## src/rtl/axi_id_remap_pkg.sv

```systemverilog
// axi_id_remap_pkg: shared types for the AXI ID remapper.
//   mst_id_width() : narrow ID width for a given number of unique IDs
//   cnt_t          : outstanding-transaction counter of one table entry
//   entry_t        : remap table entry (stored wide id + outstanding count)
// The entry types are sized from the package defaults below; the top-level
// parameters default to the same values and must be kept consistent with them.
package axi_id_remap_pkg;

  localparam int unsigned SlvIdWidthDflt   = 4;
  localparam int unsigned MaxUniqIdsDflt   = 4;
  localparam int unsigned MaxTxnsPerIdDflt = 4;

  function automatic int unsigned mst_id_width(input int unsigned n);
    return (n <= 2) ? 1 : $clog2(n);
  endfunction

  localparam int unsigned CntWidth = $clog2(MaxTxnsPerIdDflt + 1);

  typedef logic [CntWidth-1:0] cnt_t;

  typedef struct packed {
    logic [SlvIdWidthDflt-1:0] id;
    cnt_t                      cnt;
  } entry_t;

endpackage

```

## src/rtl/axi_id_remap_table.sv

```systemverilog
// axi_id_remap_table: one remap table (write or read direction).
//   lookup_id_i  : wide id of the request currently presented
//   push_i       : request handshake this cycle (uses push_idx_o)
//   pop_i        : final response handshake this cycle (entry pop_idx_i)
//   accept_o     : request may be forwarded now
//   push_idx_o   : narrow id assigned to the request
//   pop_id_o     : stored wide id of entry pop_idx_i
//   pop_free_o   : entry pop_idx_i is free (only with AXI_ID_REMAP_ERR_EN)
// An entry is busy iff its count is non-zero; there is no other state.
module axi_id_remap_table
  import axi_id_remap_pkg::*;
#(
  parameter int unsigned SlvIdWidth   = SlvIdWidthDflt,
  parameter int unsigned MaxUniqIds   = MaxUniqIdsDflt,
  parameter int unsigned MaxTxnsPerId = MaxTxnsPerIdDflt,
  parameter int unsigned IdxWidth     = mst_id_width(MaxUniqIds)
) (
  input  logic                  clk_i,
  input  logic                  rst_i,
  input  logic [SlvIdWidth-1:0] lookup_id_i,
  input  logic                  push_i,
  input  logic                  pop_i,
  input  logic [IdxWidth-1:0]   pop_idx_i,
  output logic                  accept_o,
  output logic [IdxWidth-1:0]   push_idx_o,
  output logic [SlvIdWidth-1:0] pop_id_o
`ifdef AXI_ID_REMAP_ERR_EN
  ,
  output logic                  pop_free_o
`endif
);

  entry_t tbl_q [MaxUniqIds];

  logic                hit, any_free;
  logic [IdxWidth-1:0] hit_idx, free_idx;
  cnt_t                hit_cnt;
  logic                pop_free;
  logic [MaxUniqIds-1:0] inc, dec;

  // Descending scan so the lowest free index wins. Allocation looks only at
  // the registered counts, so an entry popping to zero this cycle is not
  // reused until the next one.
  always_comb begin
    hit      = 1'b0;
    hit_idx  = '0;
    hit_cnt  = '0;
    any_free = 1'b0;
    free_idx = '0;
    pop_id_o = '0;
    pop_free = 1'b0;
    for (int i = MaxUniqIds - 1; i >= 0; i--) begin
      if (tbl_q[i].cnt == '0) begin
        any_free = 1'b1;
        free_idx = IdxWidth'(i);
      end else if (tbl_q[i].id == lookup_id_i) begin
        hit     = 1'b1;
        hit_idx = IdxWidth'(i);
        hit_cnt = tbl_q[i].cnt;
      end
      if (pop_idx_i == IdxWidth'(i)) begin
        pop_id_o = tbl_q[i].id;
        pop_free = (tbl_q[i].cnt == '0);
      end
    end
    accept_o   = hit ? (hit_cnt < cnt_t'(MaxTxnsPerId)) : any_free;
    push_idx_o = hit ? hit_idx : free_idx;
  end

`ifdef AXI_ID_REMAP_ERR_EN
  assign pop_free_o = pop_free;
`endif

  // A pop on a free entry never decrements, so the count cannot underflow.
  always_comb begin
    inc = '0;
    dec = '0;
    for (int i = 0; i < MaxUniqIds; i++) begin
      inc[i] = push_i && (push_idx_o == IdxWidth'(i));
      dec[i] = pop_i && (pop_idx_i == IdxWidth'(i)) && (tbl_q[i].cnt != '0);
    end
  end

  always_ff @(posedge clk_i or posedge rst_i) begin
    if (rst_i) begin
      for (int i = 0; i < MaxUniqIds; i++) tbl_q[i] <= '0;
    end else begin
      for (int i = 0; i < MaxUniqIds; i++) begin
        if (inc[i]) tbl_q[i].id <= lookup_id_i;
        if (inc[i] && !dec[i])      tbl_q[i].cnt <= tbl_q[i].cnt + cnt_t'(1);
        else if (dec[i] && !inc[i]) tbl_q[i].cnt <= tbl_q[i].cnt - cnt_t'(1);
      end
    end
  end

endmodule

```

## src/rtl/axi_id_remap.sv

```systemverilog
// axi_id_remap: compresses wide upstream AXI IDs into a narrow ID space.
//   slv_aw_* / slv_ar_*  : upstream requests (wide id + opaque payload)
//   mst_aw_* / mst_ar_*  : downstream requests (narrow id = table index)
//   mst_b_* / mst_r_*    : downstream responses (narrow id)
//   slv_b_* / slv_r_*    : upstream responses (wide id restored from table)
//   err_o                : sticky, response to a free entry (only when the
//                          macro AXI_ID_REMAP_ERR_EN is defined)
// Fully combinational forwarding; requests stall only on table pressure.
// All valid/ready outputs are held low while rst_i is high.
module axi_id_remap
  import axi_id_remap_pkg::*;
#(
  parameter int unsigned SlvIdWidth   = SlvIdWidthDflt,
  parameter int unsigned MaxUniqIds   = MaxUniqIdsDflt,
  parameter int unsigned MaxTxnsPerId = MaxTxnsPerIdDflt,
  parameter int unsigned AwPldWidth   = 64,
  parameter int unsigned ArPldWidth   = 64,
  parameter int unsigned BPldWidth    = 2,
  parameter int unsigned RPldWidth    = 35,
  parameter int unsigned MstIdWidth   = mst_id_width(MaxUniqIds)
) (
  input  logic                  clk_i,
  input  logic                  rst_i,
  input  logic [SlvIdWidth-1:0] slv_aw_id_i,
  input  logic [AwPldWidth-1:0] slv_aw_pld_i,
  input  logic                  slv_aw_valid_i,
  output logic                  slv_aw_ready_o,
  output logic [MstIdWidth-1:0] mst_aw_id_o,
  output logic [AwPldWidth-1:0] mst_aw_pld_o,
  output logic                  mst_aw_valid_o,
  input  logic                  mst_aw_ready_i,
  input  logic [MstIdWidth-1:0] mst_b_id_i,
  input  logic [BPldWidth-1:0]  mst_b_pld_i,
  input  logic                  mst_b_valid_i,
  output logic                  mst_b_ready_o,
  output logic [SlvIdWidth-1:0] slv_b_id_o,
  output logic [BPldWidth-1:0]  slv_b_pld_o,
  output logic                  slv_b_valid_o,
  input  logic                  slv_b_ready_i,
  input  logic [SlvIdWidth-1:0] slv_ar_id_i,
  input  logic [ArPldWidth-1:0] slv_ar_pld_i,
  input  logic                  slv_ar_valid_i,
  output logic                  slv_ar_ready_o,
  output logic [MstIdWidth-1:0] mst_ar_id_o,
  output logic [ArPldWidth-1:0] mst_ar_pld_o,
  output logic                  mst_ar_valid_o,
  input  logic                  mst_ar_ready_i,
  input  logic [MstIdWidth-1:0] mst_r_id_i,
  input  logic [RPldWidth-1:0]  mst_r_pld_i,
  input  logic                  mst_r_last_i,
  input  logic                  mst_r_valid_i,
  output logic                  mst_r_ready_o,
  output logic [SlvIdWidth-1:0] slv_r_id_o,
  output logic [RPldWidth-1:0]  slv_r_pld_o,
  output logic                  slv_r_last_o,
  output logic                  slv_r_valid_o,
  input  logic                  slv_r_ready_i
`ifdef AXI_ID_REMAP_ERR_EN
  ,
  output logic                  err_o
`endif
);

  logic aw_accept, ar_accept;
  logic aw_hs, ar_hs, b_hs, r_hs, r_last_hs;

  assign mst_aw_valid_o = slv_aw_valid_i & aw_accept & ~rst_i;
  assign slv_aw_ready_o = mst_aw_ready_i & aw_accept & ~rst_i;
  assign mst_aw_pld_o   = slv_aw_pld_i;
  assign aw_hs          = mst_aw_valid_o & mst_aw_ready_i;

  assign mst_ar_valid_o = slv_ar_valid_i & ar_accept & ~rst_i;
  assign slv_ar_ready_o = mst_ar_ready_i & ar_accept & ~rst_i;
  assign mst_ar_pld_o   = slv_ar_pld_i;
  assign ar_hs          = mst_ar_valid_o & mst_ar_ready_i;

  assign slv_b_valid_o  = mst_b_valid_i & ~rst_i;
  assign mst_b_ready_o  = slv_b_ready_i & ~rst_i;
  assign slv_b_pld_o    = mst_b_pld_i;
  assign b_hs           = slv_b_valid_o & slv_b_ready_i;

  assign slv_r_valid_o  = mst_r_valid_i & ~rst_i;
  assign mst_r_ready_o  = slv_r_ready_i & ~rst_i;
  assign slv_r_pld_o    = mst_r_pld_i;
  assign slv_r_last_o   = mst_r_last_i;
  assign r_hs           = slv_r_valid_o & slv_r_ready_i;
  assign r_last_hs      = r_hs & mst_r_last_i;

`ifdef AXI_ID_REMAP_ERR_EN
  logic b_pop_free, r_pop_free;
`endif

  axi_id_remap_table #(
    .SlvIdWidth  (SlvIdWidth),
    .MaxUniqIds  (MaxUniqIds),
    .MaxTxnsPerId(MaxTxnsPerId),
    .IdxWidth    (MstIdWidth)
  ) i_wr_table (
    .clk_i      (clk_i),
    .rst_i      (rst_i),
    .lookup_id_i(slv_aw_id_i),
    .push_i     (aw_hs),
    .pop_i      (b_hs),
    .pop_idx_i  (mst_b_id_i),
    .accept_o   (aw_accept),
    .push_idx_o (mst_aw_id_o),
    .pop_id_o   (slv_b_id_o)
`ifdef AXI_ID_REMAP_ERR_EN
    ,
    .pop_free_o (b_pop_free)
`endif
  );

  axi_id_remap_table #(
    .SlvIdWidth  (SlvIdWidth),
    .MaxUniqIds  (MaxUniqIds),
    .MaxTxnsPerId(MaxTxnsPerId),
    .IdxWidth    (MstIdWidth)
  ) i_rd_table (
    .clk_i      (clk_i),
    .rst_i      (rst_i),
    .lookup_id_i(slv_ar_id_i),
    .push_i     (ar_hs),
    .pop_i      (r_last_hs),
    .pop_idx_i  (mst_r_id_i),
    .accept_o   (ar_accept),
    .push_idx_o (mst_ar_id_o),
    .pop_id_o   (slv_r_id_o)
`ifdef AXI_ID_REMAP_ERR_EN
    ,
    .pop_free_o (r_pop_free)
`endif
  );

`ifdef AXI_ID_REMAP_ERR_EN
  // Any response beat aimed at a free entry is flagged, last or not.
  always_ff @(posedge clk_i or posedge rst_i) begin
    if (rst_i) err_o <= 1'b0;
    else if ((b_hs & b_pop_free) | (r_hs & r_pop_free)) err_o <= 1'b1;
  end
`endif

endmodule

```

## config.mk

```make
export PLATFORM = sky130hd
export DESIGN_NAME = axi_id_remap
export DESIGN_NICKNAME = d
export VERILOG_FILES = /design/src/rtl/axi_id_remap_pkg.sv /design/src/rtl/axi_id_remap_table.sv /design/src/rtl/axi_id_remap.sv
export SDC_FILE = /design/constraint.sdc
export NUM_CORES = 1
export LEC_CHECK = 0
export ABC_AREA = 1
export BUFFER_PORTS_ARGS = -buffer_cell sky130_fd_sc_hd__buf_2
export CAP_MARGIN = 20
export CELL_PAD_IN_SITES_DETAIL_PLACEMENT = 2
export CELL_PAD_IN_SITES_GLOBAL_PLACEMENT = 2
export CORE_ASPECT_RATIO = 1.2
export CORE_MARGIN = 8
export CORE_UTILIZATION = 19
export CTS_CLUSTER_SIZE = 16
export DETAILED_ROUTE_END_ITERATION = 8
export PLACE_DENSITY_LB_ADDON = 0.2
export SLEW_MARGIN = 20
export SYNTH_ARGS = -nofsm -noshare
export SYNTH_HDL_FRONTEND = slang
export SYNTH_HIERARCHICAL = 1
export SYNTH_SLANG_ARGS = --single-unit
export TNS_END_PERCENT = 100
```

## constraint.sdc

```tcl
create_clock -name clk_i -period 3.07 [get_ports clk_i]
set_clock_uncertainty 0.15 [all_clocks]
set_input_delay 0.307 -clock clk_i [delete_from_list [all_inputs] [get_ports clk_i]]
set_output_delay 0.307 -clock clk_i [all_outputs]
set_load 0.02 [all_outputs]
```

---- Yosys cells after proc, flatten, opt, wreduce, memory -nomap -nowiden ----
Index checks and enable logic that the tools add are counted.
cells by class
  add/sub/neg operators ................... 16
  multipliers ............................. 0
  divide/modulo/power cells ............... 0
  $lt $le $gt $ge ......................... 2
  eq/ne operators ......................... 20
  shifts and indexed selects .............. 0
  multiplexer cells ....................... 92
  bitwise gates (word level) .............. 18
  reduce and logical (&&, ||, !) cells .... 84
operator list
  cell                 number
  $mux 3               32
  $mux 2               26
  $logic_and 1x1->1    40
  $eq 4x4->1           8
  $mux 4               8
  $mux 1               26
  $add 3x1->3 const B  8
  $logic_not 3->1      8
  $reduce_bool 3->1    8
  $sub 3x1->3 const B  8
  $and 1x1->1          17
  $eq 2x2->1 const B   8
  $logic_not 1->1      16
  $reduce_bool 2->1    8
  $eq 2x1->1 const B   4
  $logic_not 2->1      4
  $lt 3x3->1 const B   2
  $not 1->1            1
storage, ports and cells
  register bits after elaboration ......... 56
  bits in latches ......................... 0
  RAM bits ................................ 0
  bits in read-only memories .............. 0
  input bits .............................. 188
  output and inout port bits .............. 186
  word-level logic and storage cells ...... 248
  memories ................................ 0

---- Longest topological paths before layout ----
Gate-level depths: netlist of run 1.
  depth after elaboration ................. 19
  depth in mapped cells ................... 24
  gate-level depth less buffers ........... 23

---- Cells and area by module ----
Netlist of run 1, hierarchy kept.
modules (own cells, without submodules)
  module              instances  cells an instance  area an instance (um2)  sequential area each (um2)
  axi_id_remap_table  2          265                2023.2                  700.7
  axi_id_remap        1          190                1353.8                  0.0

---- Least setup slack after synthesis of run 1 ----
Ideal clock, no wire load.
  kind .................................... register to register
  from .................................... register i_rd_table/tbl_q[7] (netlist name)
  to ...................................... register i_rd_table/tbl_q[2] (netlist name)
  setup time .............................. 131 ps
  arrival ................................. 2828 ps
  required time ........................... 2789 ps
  slack ................................... -39 ps
  cell stages (with the launch flop) ...... 22
  buffers on the path ..................... 0
  cell sequence ........................... dfrtp_1 nor2_1 nand2_1 inv_1 nor2_1 nand3_2 nand2_1 nor3_1 o21ai_0 nand2_1 nand3_2 nor2_2 inv_1 nor2_4 nand2_1 inv_1 ha_1 inv_1 fa_1 a21oi_1 o21ai_0 xor2_1
between the ends
  cells in the longest elaborated chain, start to end .. 15
  elaborated cells on any way between the ends .. 36
RTL lines
  item                                       RTL line                                            RTL
  start, declared                            axi_id_remap_table.sv:33                            entry_t tbl_q [MaxUniqIds];
  $logic_not 3->1 or $mux 3 (tied branches)  axi_id_remap_table.sv:53, axi_id_remap_table.sv:56
  $mux 3                                     axi_id_remap_table.sv:53                            if (tbl_q[i].cnt == '0) begin
  $mux 3                                     axi_id_remap_table.sv:56                            end else if (tbl_q[i].id == lookup_id_i) begin
  $mux 3                                     axi_id_remap_table.sv:53
  $mux 3                                     axi_id_remap_table.sv:56
  $mux 3                                     axi_id_remap_table.sv:53
  $lt 3x3->1                                 axi_id_remap_table.sv:66                            accept_o = hit ? (hit_cnt < cnt_t'(MaxTxnsPerId)) : any_free;
  $mux 1 (*)                                 axi_id_remap_table.sv:66
  named net ar_accept                        axi_id_remap.sv:64                                  logic aw_accept, ar_accept;
  $and 1x1->1 (*) (2 in series)              axi_id_remap.sv:72                                  assign mst_ar_valid_o = slv_ar_valid_i & ar_accept & ~rst_i;
  $and 1x1->1 (*)                            axi_id_remap.sv:75                                  assign ar_hs = mst_ar_valid_o & mst_ar_ready_i;
  named net ar_hs                            axi_id_remap.sv:65                                  logic aw_hs, ar_hs, b_hs, r_hs, r_last_hs;
  $logic_and 1x1->1 (*)                      axi_id_remap_table.sv:79                            inc[i] = push_i && (push_idx_o == IdxWidth'(i));
  named net i_rd_table.inc[3]                axi_id_remap_table.sv:39                            logic [MaxUniqIds-1:0] inc, dec;
  $logic_not 1->1                            axi_id_remap_table.sv:91                            else if (dec[i] && !inc[i]) tbl_q[i].cnt <= tbl_q[i].cnt - cnt_t'(1);
  $logic_and 1x1->1                          axi_id_remap_table.sv:91
  $reduce_bool 2->1 (no source line)         --
Mark *: on every way through the listed nets, which the timed path passes. The rest lies on a longest branch.
A chain may end at the register's enable or synchronous reset.

---- Worst setup path after layout of run 1 ----
  from .................................... register i_rd_table/tbl_q[6] (netlist name)
  to ...................................... register i_rd_table/tbl_q[2] (netlist name)
between the ends
  cells in the longest elaborated chain, start to end .. 18
  elaborated cells on any way between the ends .. 38
RTL lines
  item                                RTL line
  $eq 4x4->1 (*)                      axi_id_remap_table.sv:56
  $mux 3                              axi_id_remap_table.sv:56
  $mux 3                              axi_id_remap_table.sv:53
  $mux 3                              axi_id_remap_table.sv:56
  $mux 3                              axi_id_remap_table.sv:53
  $mux 3                              axi_id_remap_table.sv:56
  $mux 3                              axi_id_remap_table.sv:53
  $mux 3                              axi_id_remap_table.sv:56
  [3 not listed]                      --
  named net ar_accept                 axi_id_remap.sv:64
  $and 1x1->1 (*) (2 in series)       axi_id_remap.sv:72
  $and 1x1->1 (*)                     axi_id_remap.sv:75
  named net ar_hs                     axi_id_remap.sv:65
  $logic_and 1x1->1 (*)               axi_id_remap_table.sv:79
  named net i_rd_table.inc[3]         axi_id_remap_table.sv:39
  $logic_not 1->1                     axi_id_remap_table.sv:91
  $logic_and 1x1->1                   axi_id_remap_table.sv:91
  $reduce_bool 2->1 (no source line)  --
Marks and branches as above.

==> results.toml, run 1 <==
[logic_synthesis]
synthesis.instances = 720
cell_area_after_technology_mapping_um2 = 5400
synth.area.top_cells = "dfrtp_1, buf_4, nand2_1"
compound_gate_fraction_of_synth_area_pct = 5.24
yosys_warnings = 6
synth-adder-area-share_pct = 4.82
dominant_combinational_cell_family_by_area_after_synthesis = "buffers and inverters"
synth_sequential_area_ratio_pct = 25.9
area_leader_netlist = "dfrtp_1"
post-synth-top-area-fraction_pct = 25.9
post_synth_xor_area_fraction_pct = 3.57
synth.net_count = 924
synth_seq_cells = 56
post_synth.cell_area_avg_um2 = 7.50
synth.lib_cells_used.distinct = 30
post_synth_mux_area_share_pct = 1.67
synth_simple_gate_area_share_pct = 27.7

[timing]
final_min_period_over_clock_period_pct = 101
finalSetupViolCount = 4
setup_repair_after_global_routing_missed_its_margin = "yes"
final_period_demand_of_the_worst_path_ns = 3.12
layout_setup_ws_ns = -0.0452
worst_slew_margin_relative_to_its_limit_pct = 60.8
worst_hold_slack_ns = -0.00390
timing_max_transition_violations_final = 0
fmaxAchievable_mhz = 321
max_slew.worst_pin.slew_ns = 0.586
timing_hold_violations_final = 8

[finish]
antenna_cells_inserted = 0
multi_input_comb_area_um2 = 2720
drive_above_1_share_pct = 52.7
layout-area-overhead-vs-synth_pct = 28.4
finish.net_count = 1010
post-route-util_pct = 24.8
register_area_um2 = 1410
fillerInstances = 3286
layout_cell_area_excl_fill_um2 = 6940
layout_commonest_cell = "buf_4"
layout_common_cells = "buf_4, nand2_1, dfrtp_1"

[worst_setup_path]
worstSetupEndpointType = "flop"
timing.critical_path.fanout_max = 3
cp.required_ns = 3.11
crit_path_start_kind = "flop"
critical_path_arrival_ns = 3.15
timing.setup.critical_path_class = "reg -> reg"

[status]
outcome = "finished, violations left"
failed_checks = "negative hold slack, negative setup slack"

[place]
place.gp.congestion = 0.799
io_buffer_count = 43
detailed_place.area_um2 = 5840
place_hpwl_um = 15000

[die]
start_util_pct = 19.3
rows = 67
fp.dieW_um = 170
core_um2 = 27900
chipHeight_um = 201
io_pins = 374
die-area_um2 = 34100

[flow_run]
cap_violations = 0

[hold_path]
hold_path_class = "in -> async"

[grt]
pin_count_of_the_biggest_net_entering_global_routing = 29
global_route_wire_length_before_repair_um = 29900
globalRoute.totalOverflow = 0
antenna_found_initial = 0
groute.usage.overall_pct = 11.2
first_global_vias = 5568

[clock_network]
clock_insertion_delay_worst_skew_ns = 0.31
clock-sinks = 56
holdBufCountCts = 0
clockBufferDepth = 2
cts_htree_levels = 2
cts.reportedPaths.clkPinSlew_ns = 0.08
clock-root-buffer = "clkbuf_16"
cts_tree = "yes"
number_of_cts_inserted_buffers = 5

[routing]
detail_route.wirelength_um = 19200
post_drt_wl_per_cell_um = 16.2
route.detailed.drc = 0
routed-via-count = 4731
firstDrtPassIters = 4
detailedRoute.firstIterationViolations = 85
ant_nets = 0
routed_via_density = 3.99

[pwr]
ir_drop_mv = 0.259
power_per_cell_area_nw_per_um2 = 800
power_uw = 5550
leakagePower_uw = 0.00345
## path summary, 6_finish.rpt
check	cells after the start	start	slack (ns)	to
setup / recovery	22	i_rd_table/tbl_q[6]	-0.05	i_rd_table/tbl_q[2]
hold / removal	3	rst_i	-0.004	i_wr_table/tbl_q[21]
setup reg to reg	22	i_rd_table/tbl_q[6]	-0.05	i_rd_table/tbl_q[2]
hold reg to reg	2	i_wr_table/tbl_q[3]	0.39	i_wr_table/tbl_q[3]
max in group asynchronous	3	rst_i	2.41	i_rd_table/tbl_q[13]
min in group clk_i	3	slv_aw_id_i[1]	0.17	i_wr_table/tbl_q[18]
## cells in the mapped netlist, drive strengths merged
library cell	number
mux2	8
o2111ai	6
nor3	2
xnor2	14
ha	8
nand2	215
dfrtp	56
a21oi	14
inv	87
nor2	42
o211ai	2
xor2	8
fa	8
a21boi	2
buf	176
o22ai	2
o21bai	8
nand3	42
nand4	10
o21ai	10
## power breakdown
group | switching, uW | total, uW | leakage (uW) | internal, uW
registers | 240 | 1280 | 0.000690 | 1040
logic | 1890 | 3670 | 0.00269 | 1770
clock network | 303 | 601 | 0.0000657 | 299
## layout make-up
| cell class | instances | share of cell area [%] |
|---|---|---|
| repair buffers | 255 | 26.7 |
| clock buffers | 5 | 1.80 |
| flip-flops and latches | 56 | 20.3 |
| multi-input cells | 401 | 39.2 |
| well taps | 379 | 6.84 |
| clock inverters | 2 | 0.180 |
| inverters | 87 | 4.96 |
## state kept, by name, indices dropped and copies added, names as in the netlist
name              count
i_wr_table/tbl_q     28
i_rd_table/tbl_q     28
## critical path, stage by stage, from the launching register on
cell and delay, ns:
dfrtp_1 0.42, inv_2 0.07, nand2_2 0.06, nand2_2 0.06, nor2_4 0.13, nand3_2 0.11, nand2_2 0.11, nor3_2 0.05
a21oi_1 0.12, nand2_1 0.08, nand2_2 0.10, nand3_4 0.09, nor2_4 0.14, inv_2 0.06, nor2_4 0.16, nand2_2 0.09
inv_2 0.07, ha_4 0.14, inv_4 0.04, fa_2 0.36, a21oi_2 0.17, o21ai_2 0.08, xor2_1 0.15
## metrics by stage
| stage | worst slack (ns) | std cells | TNS, ns |
|---|---|---|---|
| 6_report | -0.0452 | 1185 | -0.0761 |
| 5_1_grt | -0.212 | 1185 | -2.16 |
| 4_1_cts | -0.136 | 1164 | -0.988 |
| 3_5_place_dp | -0.563 | 1110 | -4.75 |
| 3_3_place_gp | -0.411 | 1110 | -3.13 |
| 2_1_floorplan | 0.0100 | 720 | 0 |
## cell families (layout without fill, tap and decap cells)
logic type                 count (synthesis)  in the layout
AOI/OAI and AO/OA                         44             44
xor gates and xnor gates                  22             22
adders and majority gates                 16             16
buffers and inverters                    263            349
DFF                                       56             56
muxes                                      8              8
and+or+nand+nor                          311            311
## metal layers
| metal | wire length [um] | global-route usage (%) | vias to the layer above | share of wire [%] |
|---|---|---|---|---|
| met1 | 6640 | 10.5 | 2319 | 35 |
| met4 | 247 | 2.51 | 0 | 1.3 |
| met3 | 864 | 3.07 | 35 | 4.5 |
| met2 | 11400 | 22.9 | 160 | 60 |
| li1 | - | - | 2217 | - |
| met5 | 0 | 0 | - | 0 |
## repair_timing
action / CTS / global route
endpoints found under the hold margin: 0 / 0
pin swaps: 41 / 60
setup buffers: 47 / 25
setup endpoints to repair: 16 / 22
gates resized for setup: 87 / 66
Power figures use the tool's default switching activity.
==> run 2: changes to the inputs <==
--- a/config.mk
+++ b/config.mk
@@ -15,2 +15,3 @@
 export CORE_UTILIZATION = 19
+export CTS_BUF_LIST = sky130_fd_sc_hd__clkbuf_4 sky130_fd_sc_hd__clkbuf_8
 export CTS_CLUSTER_SIZE = 16
--- a/constraint.sdc
+++ b/constraint.sdc
@@ -4,2 +4,2 @@
 set_output_delay 0.307 -clock clk_i [all_outputs]
-set_load 0.02 [all_outputs]
+set_load 0.005 [all_outputs]
==> run 2 against run 1 <==
The run ends with negative setup slack left. Maximum frequency up 0.85%. Design area down 1.3%. Sequential cell count unchanged. Core utilization down 0.33 points. Critical path depth unchanged. Wire length down 1.0%. Die area unchanged. Worst hold slack better by 0.14 ns. Sequential power about the same. Final cell count down 0.25%. Global-route usage down 0.086 points. Register-to-register slack better by 0.03 ns.
==> results.toml, run 2 (synthesized netlist as in run 1, its figures left out) <==
[status]
outcome = "finished, violations left"
failed_checks = "negative setup slack"

[die]
chipHeight_um = 201
core_um2 = 27900
io_pins = 374
rows = 67
start_util_pct = 19.3
fp.dieW_um = 170
die-area_um2 = 34100

[routing]
met2WireLength_um = 11400
detailedRoute.firstIterationViolations = 79
post_drt_wl_per_cell_um = 16.1
ant_nets = 0
highest-signal-layer = "met4"
routed-wl-met3_um = 849
detail_route.wirelength.met1_um = 6580
routed-via-count = 4704
firstDrtPassIters = 5
route.detailed.drc = 0
detail_route.wirelength_um = 19000
routed_via_density = 3.98

[finish]
layout_cell_area_excl_fill_um2 = 6840
finish.cell_count_without_fillers = 1182
layout_commonest_cell = "buf_4"
fillerInstances = 3298
layout_common_cells = "buf_4, nand2_1, dfrtp_1"
layout-area-overhead-vs-synth_pct = 26.7
biggestRegsByFlops = "i_rd_table/tbl_q: 28 flops, i_wr_table/tbl_q: 28 flops"
drive_above_1_share_pct = 52.1
finish.net_count = 1007
antenna_cells_inserted = 0

[timing]
max_slew.worst_pin.slew_ns = 0.607
final_min_period_over_clock_period_pct = 101
layout_setup_ws_ns = -0.0188
timing_hold_violations_final = 0
worst_hold_slack_ns = 0.136
fmaxAchievable_mhz = 324
final_period_demand_of_the_worst_path_ns = 3.09
worst_slew_margin_relative_to_its_limit_pct = 59.4
finalSetupViolCount = 3
setup_repair_after_global_routing_missed_its_margin = "yes"
timing_max_transition_violations_final = 0

[pwr]
power_switching_share_pct = 43.8
seq_power_share_pct = 24.6
leakagePower_uw = 0.00340
power.clock.fraction_pct = 8.5
power_report.internal_total_uw = 2910
ir_drop_mv = 0.235
power_uw = 5180
power_per_cell_area_nw_per_um2 = 757
net-switching-power_uw = 2270
combPwrFrac_pct = 66.9

[clock_network]
cts_htree_levels = 2
clock-sinks = 56
clockBufferDepth = 2
clock_insertion_delay_worst_skew_ns = 0.34
cts_tree = "yes"
clock-root-buffer = "clkbuf_8"
number_of_cts_inserted_buffers = 5
cts.reportedPaths.clkPinSlew_ns = 0.12

[worst_setup_path]
crit_path_cell_trace = "inv_2 -> nand2_2 -> nand2_2 -> nor2_4 -> nand3_2 -> nand2_2 -> nor3_2 -> a21oi_1 -> nand2_1 -> nand2_2 -> nand3_4 -> nor2_4 -> inv_2 -> nor2_4 -> nand2_2 -> inv_2 -> ha_4 -> inv_4 -> fa_2 -> a21oi_2 -> o21ai_2 -> xor2_1"
critical-path-top-cell-by-count = "nand2_2"
r2r.worst_path.cells = 22
timing.rr.start = "i_rd_table/tbl_q[6]"
timing.critical_path.fanout_max = 3
critical_path.reg2reg.endpoint = "i_rd_table/tbl_q[2]"
cp.required_ns = 3.14
crit_path_top_delay_cell = "dfrtp_1"
crit_path_start_kind = "flop"
worstSetupEndpointType = "flop"
worst_path_largest_cell_delay_ns = 0.43
critical_path_arrival_ns = 3.16
timing.setup.critical_path_class = "reg -> reg"
reg2reg_slack_ns = -0.02

[grt]
globalRoute.totalOverflow = 0
groute.usage.overall_pct = 11.1
antenna_found_initial = 0
global_route_wire_length_before_repair_um = 29600
pin_count_of_the_biggest_net_entering_global_routing = 29
first_global_vias = 5517

[place]
detailed_place.area_um2 = 5840
place_hpwl_um = 15000
place.detailed.instances = 1110
place.gp.congestion = 0.799
io_buffer_count = 43

[hold_path]
hold_end = "i_wr_table/tbl_q[18]"
hold_path_class = "in -> reg"
worstHoldPathCells = 3
holdCritStartpoint = "slv_aw_id_i[1]"

[flow_run]
cap_violations = 0
==> run 2: worst max-delay path, delay by kind of cell, from the launching register on <==
kind	cells	cell delay (ns)
simple gates	12	1.17
compound gates	3	0.35
flops	1	0.43
fa+ha+maj	2	0.50
xor+xnor	1	0.15
buf+inv	4	0.24
==> run 2: worst max path at each step <==
stage	start	endpoint	slack (ns)	cells past startpoint
2_1_floorplan	i_rd_table/tbl_q[7]	i_rd_table/tbl_q[2]	0.01	21
4_1_cts	i_rd_table/tbl_q[5]	i_rd_table/tbl_q[2]	-0.14	22
5_1_grt	i_rd_table/tbl_q[6]	i_rd_table/tbl_q[16]	-0.19	23
3_5_place_dp	slv_ar_id_i[0]	i_rd_table/tbl_q[2]	-0.56	22
3_3_place_gp	slv_ar_id_i[0]	i_rd_table/tbl_q[9]	-0.41	22
6_report	i_rd_table/tbl_q[6]	i_rd_table/tbl_q[2]	-0.02	22
==> run 2: area by class of cell <==
type / count / area [um2] / area share (%)
Clock buffer: 5 / 68.8 / 1.01
Timing Repair Buffer: 252 / 1840 / 26.9
Multi-Input combinational cell: 401 / 2700 / 39.5
Tap cell: 379 / 474 / 6.93
Sequential cell: 56 / 1410 / 20.6
Inverter: 87 / 339 / 4.95
Clock inverter: 2 / 12.5 / 0.183
==> run 2: stage by stage <==
stage	utilization [%]	setup slack (ns)	TNS [ns]
after global routing	24.5	-0.195	-1.70
after floorplan	-	0.0100	0
after global placement	20.9	-0.411	-3.13
after CTS	23.3	-0.141	-0.905
final	24.5	-0.0188	-0.0355
after detailed placement	20.9	-0.563	-4.75
==> run 2: timing repair <==
item                                    CTS  global route
pin swaps                                43            57
hold endpoints to repair                 56             0
hold buffers                              1             0
endpoints found under the setup margin   16            21
buffers inserted                         42            25
resized for setup                        84            60
cloned                                    0             0
==> run 2: power by group through the flow <==
stage / sequential, uW / combinational (uW) / clock [uW]
floorplan: 1260 / 1630 / 0
global placement: 1270 / 2790 / 0
detailed placement: 1290 / 2910 / 0
CTS: 1280 / 3250 / 477
global route: 1310 / 3830 / 496
finish: 1270 / 3460 / 439
==> run 2: routing by layer <==
layer / vias up / track usage (%)
met5: - / 0
met2: 156 / 22.8
met3: 34 / 3.07
met4: 0 / 2.51
met1: 2305 / 10.4
li1: 2209 / -
==> run 3: changes to the inputs <==
BUFFER_PORTS_ARGS = unset   (was -buffer_cell sky130_fd_sc_hd__buf_2)
CORE_UTILIZATION = 30   (was 19)
DONT_BUFFER_PORTS = 1   (was unset)
==> run 3 against run 2 <==
Clock power grew 23%. Via count shrank 7.9%. Maximum frequency shrank 1.5%. Combinational power down 16%. The flow still finishes with violations (negative setup slack). Final cell count down 23%. Register-to-register slack lost 0.05 ns. Largest cell class unchanged. Largest power group unchanged. Non-clock buffer count decreased by 110. Sequential share of layout area rose by 3.5 points.
==> results.toml, run 3 (synthesized netlist as in run 1, its figures left out) <==
[status]
outcome = "finished, violations left"
failed_checks = "negative setup slack"

[grt]
globalRoute.totalOverflow = 0
antenna_found_initial = 0
first_global_vias = 5021
pin_count_of_the_biggest_net_entering_global_routing = 29
groute.usage.overall_pct = 15.7
global_route_wire_length_before_repair_um = 27800

[worst_setup_path]
crit_path_start_kind = "flop"
critical_path_arrival_ns = 3.22
worstSetupEndpointType = "flop"
cp.required_ns = 3.15
timing.critical_path.fanout_max = 4
timing.setup.critical_path_class = "reg -> reg"

[die]
io_pins = 374
fp.dieW_um = 138
start_util_pct = 30.7
rows = 53
chipHeight_um = 163
core_um2 = 17600
die-area_um2 = 22600

[pwr]
power_uw = 4680
ir_drop_mv = 0.272
leakagePower_uw = 0.00291
power_per_cell_area_nw_per_um2 = 803

[clock_network]
cts.reportedPaths.clkPinSlew_ns = 0.11
clockBufferDepth = 2
clock-sinks = 56
clock_insertion_delay_worst_skew_ns = 0.34
number_of_cts_inserted_buffers = 5
cts_htree_levels = 2
cts_tree = "yes"
clock-root-buffer = "clkbuf_8"

[timing]
timing_hold_violations_final = 0
fmaxAchievable_mhz = 319
worst_hold_slack_ns = 0.240
worst_slew_margin_relative_to_its_limit_pct = 68.9
finalSetupViolCount = 4
timing_max_transition_violations_final = 0
setup_repair_after_global_routing_missed_its_margin = "yes"
final_period_demand_of_the_worst_path_ns = 3.14
final_min_period_over_clock_period_pct = 102
layout_setup_ws_ns = -0.0659
max_slew.worst_pin.slew_ns = 0.465

[place]
detailed_place.area_um2 = 5050
io_buffer_count = 0
place_hpwl_um = 13800
place_worst_setup_slack_ns = -0.432
place.gp.congestion = 0.779

[routing]
routed-via-count = 4331
route.detailed.drc = 0
firstDrtPassIters = 4
post_drt_wl_per_cell_um = 19.7
routed_via_density = 4.74
detailedRoute.firstIterationViolations = 135
detail_route.wirelength_um = 18000
ant_nets = 0

[finish]
finish.net_count = 897
biggestRegsByFlops = "i_rd_table/tbl_q: 28 flops, i_wr_table/tbl_q: 28 flops"
drive_above_1_share_pct = 39.0
layout-area-overhead-vs-synth_pct = 7.97
layout_commonest_cell = "nand2_1"
layout_cell_area_excl_fill_um2 = 5830
antenna_cells_inserted = 0
layout_common_cells = "nand2_1, buf_4, dfrtp_1"

[hold_path]
hold_path_class = "in -> reg"

[flow_run]
cap_violations = 0
-- run 3: metrics by stage --
step,util [%],instances,TNS [ns]
2_1_floorplan,-,720,0
3_3_place_gp,28.8,860,-1.09
3_5_place_dp,28.8,860,-2.67
4_1_cts,32.0,901,-0.741
5_1_grt,33.2,914,-3.09
6_report,33.2,914,-0.158
-- run 3: power by group --
| part | total (uW) | switching (uW) | leakage (uW) | internal (uW) |
|---|---|---|---|---|
| registers | 1240 | 207 | 0.000697 | 1040 |
| logic | 2890 | 1570 | 0.00215 | 1330 |
| clock network | 541 | 289 | 0.0000586 | 252 |
| total | 4680 | 2060 | 0.00291 | 2620 |
-- run 3: routing by layer --
| layer | up-vias | routed length [um] | GRT usage, % | part of all wire (%) |
|---|---|---|---|---|
| met5 | - | 0 | 0 | 0 |
| met2 | 159 | 10100 | 30.3 | 56 |
| met4 | 0 | 439 | 5.29 | 2.4 |
| met3 | 49 | 1430 | 6.80 | 7.9 |
| li1 | 1994 | - | - | - |
| met1 | 2129 | 6020 | 14.3 | 34 |
-- run 3: final timing paths --
path | from | to | slack (ns) | cells past startpoint
max reg2reg | i_rd_table/tbl_q[13] | i_rd_table/tbl_q[9] | -0.07 | 22
max in group asynchronous | rst_i | i_rd_table/tbl_q[13] | 2.03 | 3
min reg2reg | i_wr_table/tbl_q[5] | i_wr_table/tbl_q[5] | 0.37 | 2
min in group asynchronous | rst_i | i_wr_table/tbl_q[20] | 0.42 | 3
min | mst_r_id_i[1] | i_rd_table/tbl_q[0] | 0.24 | 3
max | i_rd_table/tbl_q[13] | i_rd_table/tbl_q[9] | -0.07 | 22
-- run 3: final cells by class --
type / count / area [um2]
Sequential cell: 56 / 1400
Fill cell: 2051 / 11700
Timing Repair Buffer: 142 / 1110
Clock inverter: 2 / 35.0
Multi-Input combinational cell: 401 / 2590
Tap cell: 220 / 275
Clock buffer: 6 / 76.3
Inverter: 87 / 342
-- run 3: timing repair --
item,CTS,global route
endpoints found under the setup margin,16,16
setup buffers,24,14
gates resized for setup,73,30
endpoints found under the hold margin,88,0
gates cloned,0,0
hold buffers,9,0
pin swaps,35,38
-- run 3: critical path, stage by stage, from the launching register on --
cell and delay (ns):
dfrtp_1 0.43, inv_1 0.06, nand2_1 0.05, nand2_1 0.06, nor2_2 0.13, nand3_2 0.13
nand2_2 0.12, nor3_2 0.04, a21oi_1 0.14, nand2_1 0.08, nand2_2 0.10, nand3_4 0.09
nor2_4 0.13, inv_2 0.06, nor2_4 0.17, nand3_2 0.12, inv_2 0.09, ha_4 0.13
inv_4 0.03, fa_2 0.36, a21oi_2 0.16, o21ai_2 0.07, xor2_1 0.14
